===== src/rtl/axioma_intc_nested.sv =====
// rtl/axioma_intc_nested.sv - vectored fixed-priority interrupt controller with preemptive nesting
//
// Purpose: arbitrates NUM_SRC interrupt lines (edge-latched or level) into one
// vectored request to the CPU, keeps a stack of in-service sources so that only
// strictly higher-priority sources (lower index) may preempt, up to NEST_DEPTH levels.
//
// Ports:
//   clk, reset_n  clock, asynchronous active-low reset
//   gie           global interrupt enable (CPU I-flag)
//   src           raw interrupt lines, synchronous to clk
//   src_mode      1 = rising-edge latched, 0 = level
//   src_en        per-source enable mask
//   flag_clr      write-1-to-clear pulses for edge flags
//   irq_ack       CPU accepts the current request
//   irq_reti      CPU returned from an interrupt
//   irq_req       request to CPU
//   irq_vector    vector of requested source (index + VEC_BASE)
//   flags         latched edge flags
//   in_service    at least one level in service
//   nest_level    current in-service depth
//   active_src    innermost in-service source, 31 when none
module axioma_intc_nested #(
  parameter int NUM_SRC    = 26,
  parameter int VEC_W      = 6,
  parameter int VEC_BASE   = 1,
  parameter int NEST_DEPTH = 4,
  localparam int LVL_W     = $clog2(NEST_DEPTH + 1)
) (
  input  logic               clk,
  input  logic               reset_n,
  input  logic               gie,
  input  logic [NUM_SRC-1:0] src,
  input  logic [NUM_SRC-1:0] src_mode,
  input  logic [NUM_SRC-1:0] src_en,
  input  logic [NUM_SRC-1:0] flag_clr,
  input  logic               irq_ack,
  input  logic               irq_reti,
  output logic               irq_req,
  output logic [VEC_W-1:0]   irq_vector,
  output logic [NUM_SRC-1:0] flags,
  output logic               in_service,
  output logic [LVL_W-1:0]   nest_level,
  output logic [4:0]         active_src
);

  typedef enum logic [1:0] {IDLE, REQ, ACTIVE} state_e;

  state_e             state_q, state_d;
  logic [NUM_SRC-1:0] src_prev_q;
  logic [NUM_SRC-1:0] flag_q, flag_d;
  logic [4:0]         stack_q [NEST_DEPTH];
  logic [4:0]         stack_d [NEST_DEPTH];
  logic [LVL_W-1:0]   depth_q, depth_d;
  logic [4:0]         sel_q, sel_d;
  logic               req_q, req_d;
  logic [VEC_W-1:0]   vec_q, vec_d;

  logic [NUM_SRC-1:0] rise, pending, ack_clr;
  logic [4:0]         top, cand;
  logic               cand_valid, pend_sel, sel_mode, arb_ok;

  assign rise    = src & ~src_prev_q & src_mode;
  assign pending = ((src_mode & flag_q) | (~src_mode & src)) & src_en;
  assign arb_ok  = gie && (depth_q < LVL_W'(NEST_DEPTH));
  // A new rise wins over any clear arriving in the same cycle.
  assign flag_d  = (flag_q & ~(flag_clr | ack_clr)) | rise;

  // Stack top, lowest-index eligible candidate, and status of the latched source.
  always_comb begin
    top        = 5'd31;
    cand       = 5'd0;
    cand_valid = 1'b0;
    pend_sel   = 1'b0;
    sel_mode   = 1'b0;
    for (int k = 0; k < NEST_DEPTH; k++) begin
      if (LVL_W'(k + 1) == depth_q) top = stack_q[k];
    end
    // Descending scan so the lowest index is the last one written.
    for (int i = NUM_SRC - 1; i >= 0; i--) begin
      if (pending[i] && (depth_q == '0 || 5'(i) < top)) begin
        cand_valid = 1'b1;
        cand       = 5'(i);
      end
      if (sel_q == 5'(i)) begin
        pend_sel = pending[i];
        sel_mode = src_mode[i];
      end
    end
  end

  always_comb begin
    state_d = state_q;
    depth_d = depth_q;
    stack_d = stack_q;
    sel_d   = sel_q;
    req_d   = req_q;
    vec_d   = vec_q;
    ack_clr = '0;
    case (state_q)
      IDLE, ACTIVE: begin
        if (state_q == ACTIVE && irq_reti) begin
          depth_d = depth_q - LVL_W'(1);
          if (depth_d == '0) state_d = IDLE;
        end else if (arb_ok && cand_valid) begin
          // In ACTIVE the threshold already limits cand to preempting sources.
          state_d = REQ;
          sel_d   = cand;
          req_d   = 1'b1;
          vec_d   = VEC_W'(cand) + VEC_W'(VEC_BASE);
        end
      end
      REQ: begin
        if (irq_ack) begin
          req_d = 1'b0;
          for (int i = 0; i < NUM_SRC; i++) begin
            if (sel_mode && sel_q == 5'(i)) ack_clr[i] = 1'b1;
          end
          if (irq_reti) begin
            // Push then pop of the old top: sel replaces the top, depth unchanged.
            for (int k = 0; k < NEST_DEPTH; k++) begin
              if (LVL_W'(k + 1) == depth_q) stack_d[k] = sel_q;
            end
          end else begin
            for (int k = 0; k < NEST_DEPTH; k++) begin
              if (LVL_W'(k) == depth_q) stack_d[k] = sel_q;
            end
            depth_d = depth_q + LVL_W'(1);
          end
          state_d = (depth_d == '0) ? IDLE : ACTIVE;
        end else if (!gie || !pend_sel || irq_reti) begin
          req_d = 1'b0;
          if (irq_reti && depth_q != '0) depth_d = depth_q - LVL_W'(1);
          state_d = (depth_d == '0) ? IDLE : ACTIVE;
        end
      end
      default: state_d = IDLE;
    endcase
  end

  always_ff @(posedge clk or negedge reset_n) begin
    if (!reset_n) begin
      state_q    <= IDLE;
      src_prev_q <= '0;
      flag_q     <= '0;
      depth_q    <= '0;
      sel_q      <= '0;
      req_q      <= 1'b0;
      vec_q      <= '0;
      for (int k = 0; k < NEST_DEPTH; k++) stack_q[k] <= 5'd31;
    end else begin
      state_q    <= state_d;
      src_prev_q <= src;
      flag_q     <= flag_d;
      depth_q    <= depth_d;
      sel_q      <= sel_d;
      req_q      <= req_d;
      vec_q      <= vec_d;
      for (int k = 0; k < NEST_DEPTH; k++) stack_q[k] <= stack_d[k];
    end
  end

  assign irq_req    = req_q;
  assign irq_vector = vec_q;
  assign flags      = flag_q;
  assign nest_level = depth_q;
  assign in_service = (depth_q != '0);
  assign active_src = top;

endmodule


===== config.mk =====
export PLATFORM = sky130hd
export DESIGN_NAME = axioma_intc_nested
export DESIGN_NICKNAME = d
export VERILOG_FILES = /design/src/rtl/axioma_intc_nested.sv
export SDC_FILE = /design/constraint.sdc
export NUM_CORES = 1
export LEC_CHECK = 0
export BUFFER_PORTS_ARGS = -buffer_cell sky130_fd_sc_hd__buf_4
export CORE_MARGIN = 8
export CORE_UTILIZATION = 54
export CTS_CLUSTER_DIAMETER = 120
export DETAILED_ROUTE_END_ITERATION = 6
export GPL_TIMING_DRIVEN = 0
export PLACE_DENSITY = 0.86
export SETUP_SLACK_MARGIN = 0.02
export SLEW_MARGIN = 20
export SYNTH_ARGS = -nofsm -noshare
export SYNTH_HDL_FRONTEND = slang
export SYNTH_SLANG_ARGS = --single-unit

===== constraint.sdc =====
create_clock -name clk -period 4.3 [get_ports clk]
set_input_delay 0.86 -clock clk [delete_from_list [all_inputs] [get_ports clk]]
set_output_delay 0.86 -clock clk [all_outputs]
set_load 0.02 [all_outputs]

==> metrics <==
Die Ht 122 um; Clock Power Share 12.2%; full die area 14900 sq um; Die X 122 um; library cells used by synthesis 89; Multi-input gate area 3750 sq um; Max-cap violations 0; P per Cell Area 630 nW/um^2; Net Switching 2470 uW; Area Overhead vs Synth 27.7%; EDFF count, synth 0; worst hold path class reg -> reg; worst-margin pin slew 0.882 ns; Critical Path RT 4.58 ns; Final Max Slew Viols 0; Int Power 2410 uW; Post-Synthesis Cells 673; Setup CP Type reg -> reg; Most used DFF post-synth dfrtp_1; IO Pins 151; Yosys warning count 0; clk root buf clkbuf_8; Leak 0.00329 uW; total core area 10900 sq um; H-tree Lvls 3; routed vias/inst 6.46; register area 2250 sq um; post-synthesis sequential area ratio 37.2%; Final GP Congestion 1.04; overall routing resource usage 29.3%; fin crit share 98.3%; first-pass GRT wire length 34000 um; Post-DRT Antenna Nets 0; top cell type's share of synthesized area 28.5%; Setup-failing EPs final 0; worst-path fanout max 10; fin nets 949; clk buf depth 2; Initial Utilization 55.7%; clock transition at the registers of the reported paths 0.10 ns; Vias 6319; Syn Area/Cell 9.00 sq um; synthesized flop and latch total 89; TritonCTS clock tree built; total CTS buffers 9; CP endpoint kind register; outcome complete, no violations; post-synth net total 789; DRT iter0 DRCs 804; FILL cells 871; part of the power in registers 23.7%; Post-synth ARST share 100%; f_max 0.237 GHz; initial antenna violation count 0; FP Rows 38; Post-Syn Area 6060 sq um; Setup Skew 0.0146 ns; GR Overflow Total 0; Slew HR 40.8%; vias in the first global route 6260; DRC violations left 0; hold buffers post-CTS 0; # clock sinks 89; Avg WL per Cell 22.6 um; fraction of layout cells with a size suffix above 1 35.8%; clk_lat worst skew 0.39 ns; design area 7740 sq um; Yosys top cell by area dfrtp_1; unrepaired setup endpoints after global routing true; combinational fraction of design power 64.1%; Area contributors post-synth dfrtp_1 (28%), dfstp_2 (8.7%), mux2_2 (8.2%); Antenna diodes 0; post-placement cell area 7350 sq um; non-filler instance count after layout 978; DP Cell Count 961; Port Buffer Count 148; drt pass-1 iters 5; Detailed Route WL 22100 um; detailed placement HPWL 17100 um; switching part of the total 50.5%; CP Launch Type register; Tmin final 4.23 ns; largest net degree at the start of global routing 90; Data arrival, critical path 4.51 ns; Final Hold Viols 0; Max VDD drop 0.554 mV
[final cells by class]
type / instances / area share (%)
Multi-Input combinational cell: 534 / 48.5
Sequential cell: 89 / 29.1
Timing Repair Buffer: 150 / 14.6
Tap cell: 140 / 2.26
Buffer: 30 / 1.97
Clock buffer: 10 / 1.92
Inverter: 19 / 0.970
Clock inverter: 6 / 0.679
[registers in the layout, indices dropped and copies added (netlist names)]
name	cells
flags	26
irq_vector	6
sel_q	5
irq_req	1
src_prev_q	26
nest_level	3
state_q	2
stack_q	20
[layer usage]
layer | GRT usage (%) | routed length, um
met1 | 34.9 | 8490
met2 | 49.5 | 10700
met3 | 7.17 | 2040
met4 | 12.2 | 835
met5 | 0 | 0
[cell usage after synthesis, types with 6 or more instances]
master	count
nor3_1	16
ha_1	7
a31oi_1	8
nor4_1	20
o21ai_0	38
a211oi_1	8
nand2b_1	29
dfstp_2	20
dfrtp_1	69
nand3b_1	6
nand2_1	88
nor2_1	35
nand4_1	6
a21oi_1	36
mux2_2	44
o211ai_1	6
nand3_1	12
nand2_2	6
clkbuf_1	16
o22ai_1	27
nor2b_1	7
buf_2	7
mux2i_1	8
and2_1	12
inv_1	14
[kinds of logic (layout without fill, tap and decap cells)]
kind of cell / Yosys count / in the layout / synth area share [%]
simple gates: 267 / 267 / 23.2
compound gates: 198 / 198 / 22.9
flops: 89 / 89 / 37.2
mux: 59 / 59 / 11.2
buf+inv: 50 / 215 / 3.68
fa+ha+maj: 7 / 7 / 1.45
xor+xnor: 3 / 3 / 0.434
[power groups by stage]
stage | clock network, uW | logic [uW] | registers, uW
global placement | 0 | 2790 | 1150
finish | 597 | 3130 | 1160
CTS | 608 | 2840 | 1150
global route | 638 | 3320 | 1170
detailed placement | 0 | 2830 | 1160
floorplan | 0 | 1840 | 1210
[layout by cell type (no fill, tap or decap), drive strengths merged, types with 18 or more instances in the layout]
master,n
mux2,49
inv,22
buf,163
o21ai,44
dfstp,20
nor4,20
nand2b,29
nand2,95
dfrtp,69
nor3,18
o22ai,27
a21oi,36
nor2,37
clkbuf,27
[through the flow]
stage / util [%] / total power, uW / hold slack, ns / setup TNS, ns / setup WS (ns)
floorplan: - / 3050 / 0.410 / 0 / 0.464
global placement: 67.5 / 3940 / 0.419 / 0 / 0.0716
detailed placement: 67.5 / 3990 / 0.434 / -0.159 / -0.0417
CTS: 69.4 / 4600 / 0.449 / 0 / 0.0729
global route: 71.1 / 5130 / 0.461 / -0.00751 / -0.00751
finish: 71.1 / 4880 / 0.445 / 0 / 0.0743
[path summary, 6_finish.rpt]
path / to / slack [ns] / cells after the start / start
min: flags[1]$_DFF_PN0_ / 0.44 / 1 / src_prev_q[1]$_DFF_PN0_
max: irq_vector[1]$_DFFE_PN0P_ / 0.07 / 16 / nest_level[2]$_DFFE_PN0P_
min reg2reg: flags[1]$_DFF_PN0_ / 0.44 / 1 / src_prev_q[1]$_DFF_PN0_
max reg2reg: irq_vector[1]$_DFFE_PN0P_ / 0.07 / 16 / nest_level[2]$_DFFE_PN0P_
min in group asynchronous: flags[24]$_DFF_PN0_ / 0.52 / 1 / reset_n
max in group asynchronous: irq_vector[0]$_DFFE_PN0P_ / 3.23 / 1 / reset_n
[worst max-delay path, stage by stage, from the launching register on]
cell and delay (ns):
dfrtp_1 0.39, buf_6 0.16, clkinvlp_4 0.16, ha_1 0.23, buf_2 0.19, inv_1 0.29
o31ai_1 0.21, or2_2 0.36, inv_2 0.19, a211oi_2 0.09, a2111o_1 0.44, a211oi_1 0.27
o21ai_0 0.15, and3_1 0.23, o21ba_2 0.22, ha_1 0.25, mux2_1 0.28
[what timing repair did]
action	4_1_cts	5_1_grt
gates resized for setup	1	30
pin swaps	0	5
setup endpoints to repair	8	12
setup buffers	0	2
Power figures use the tool's default switching activity.
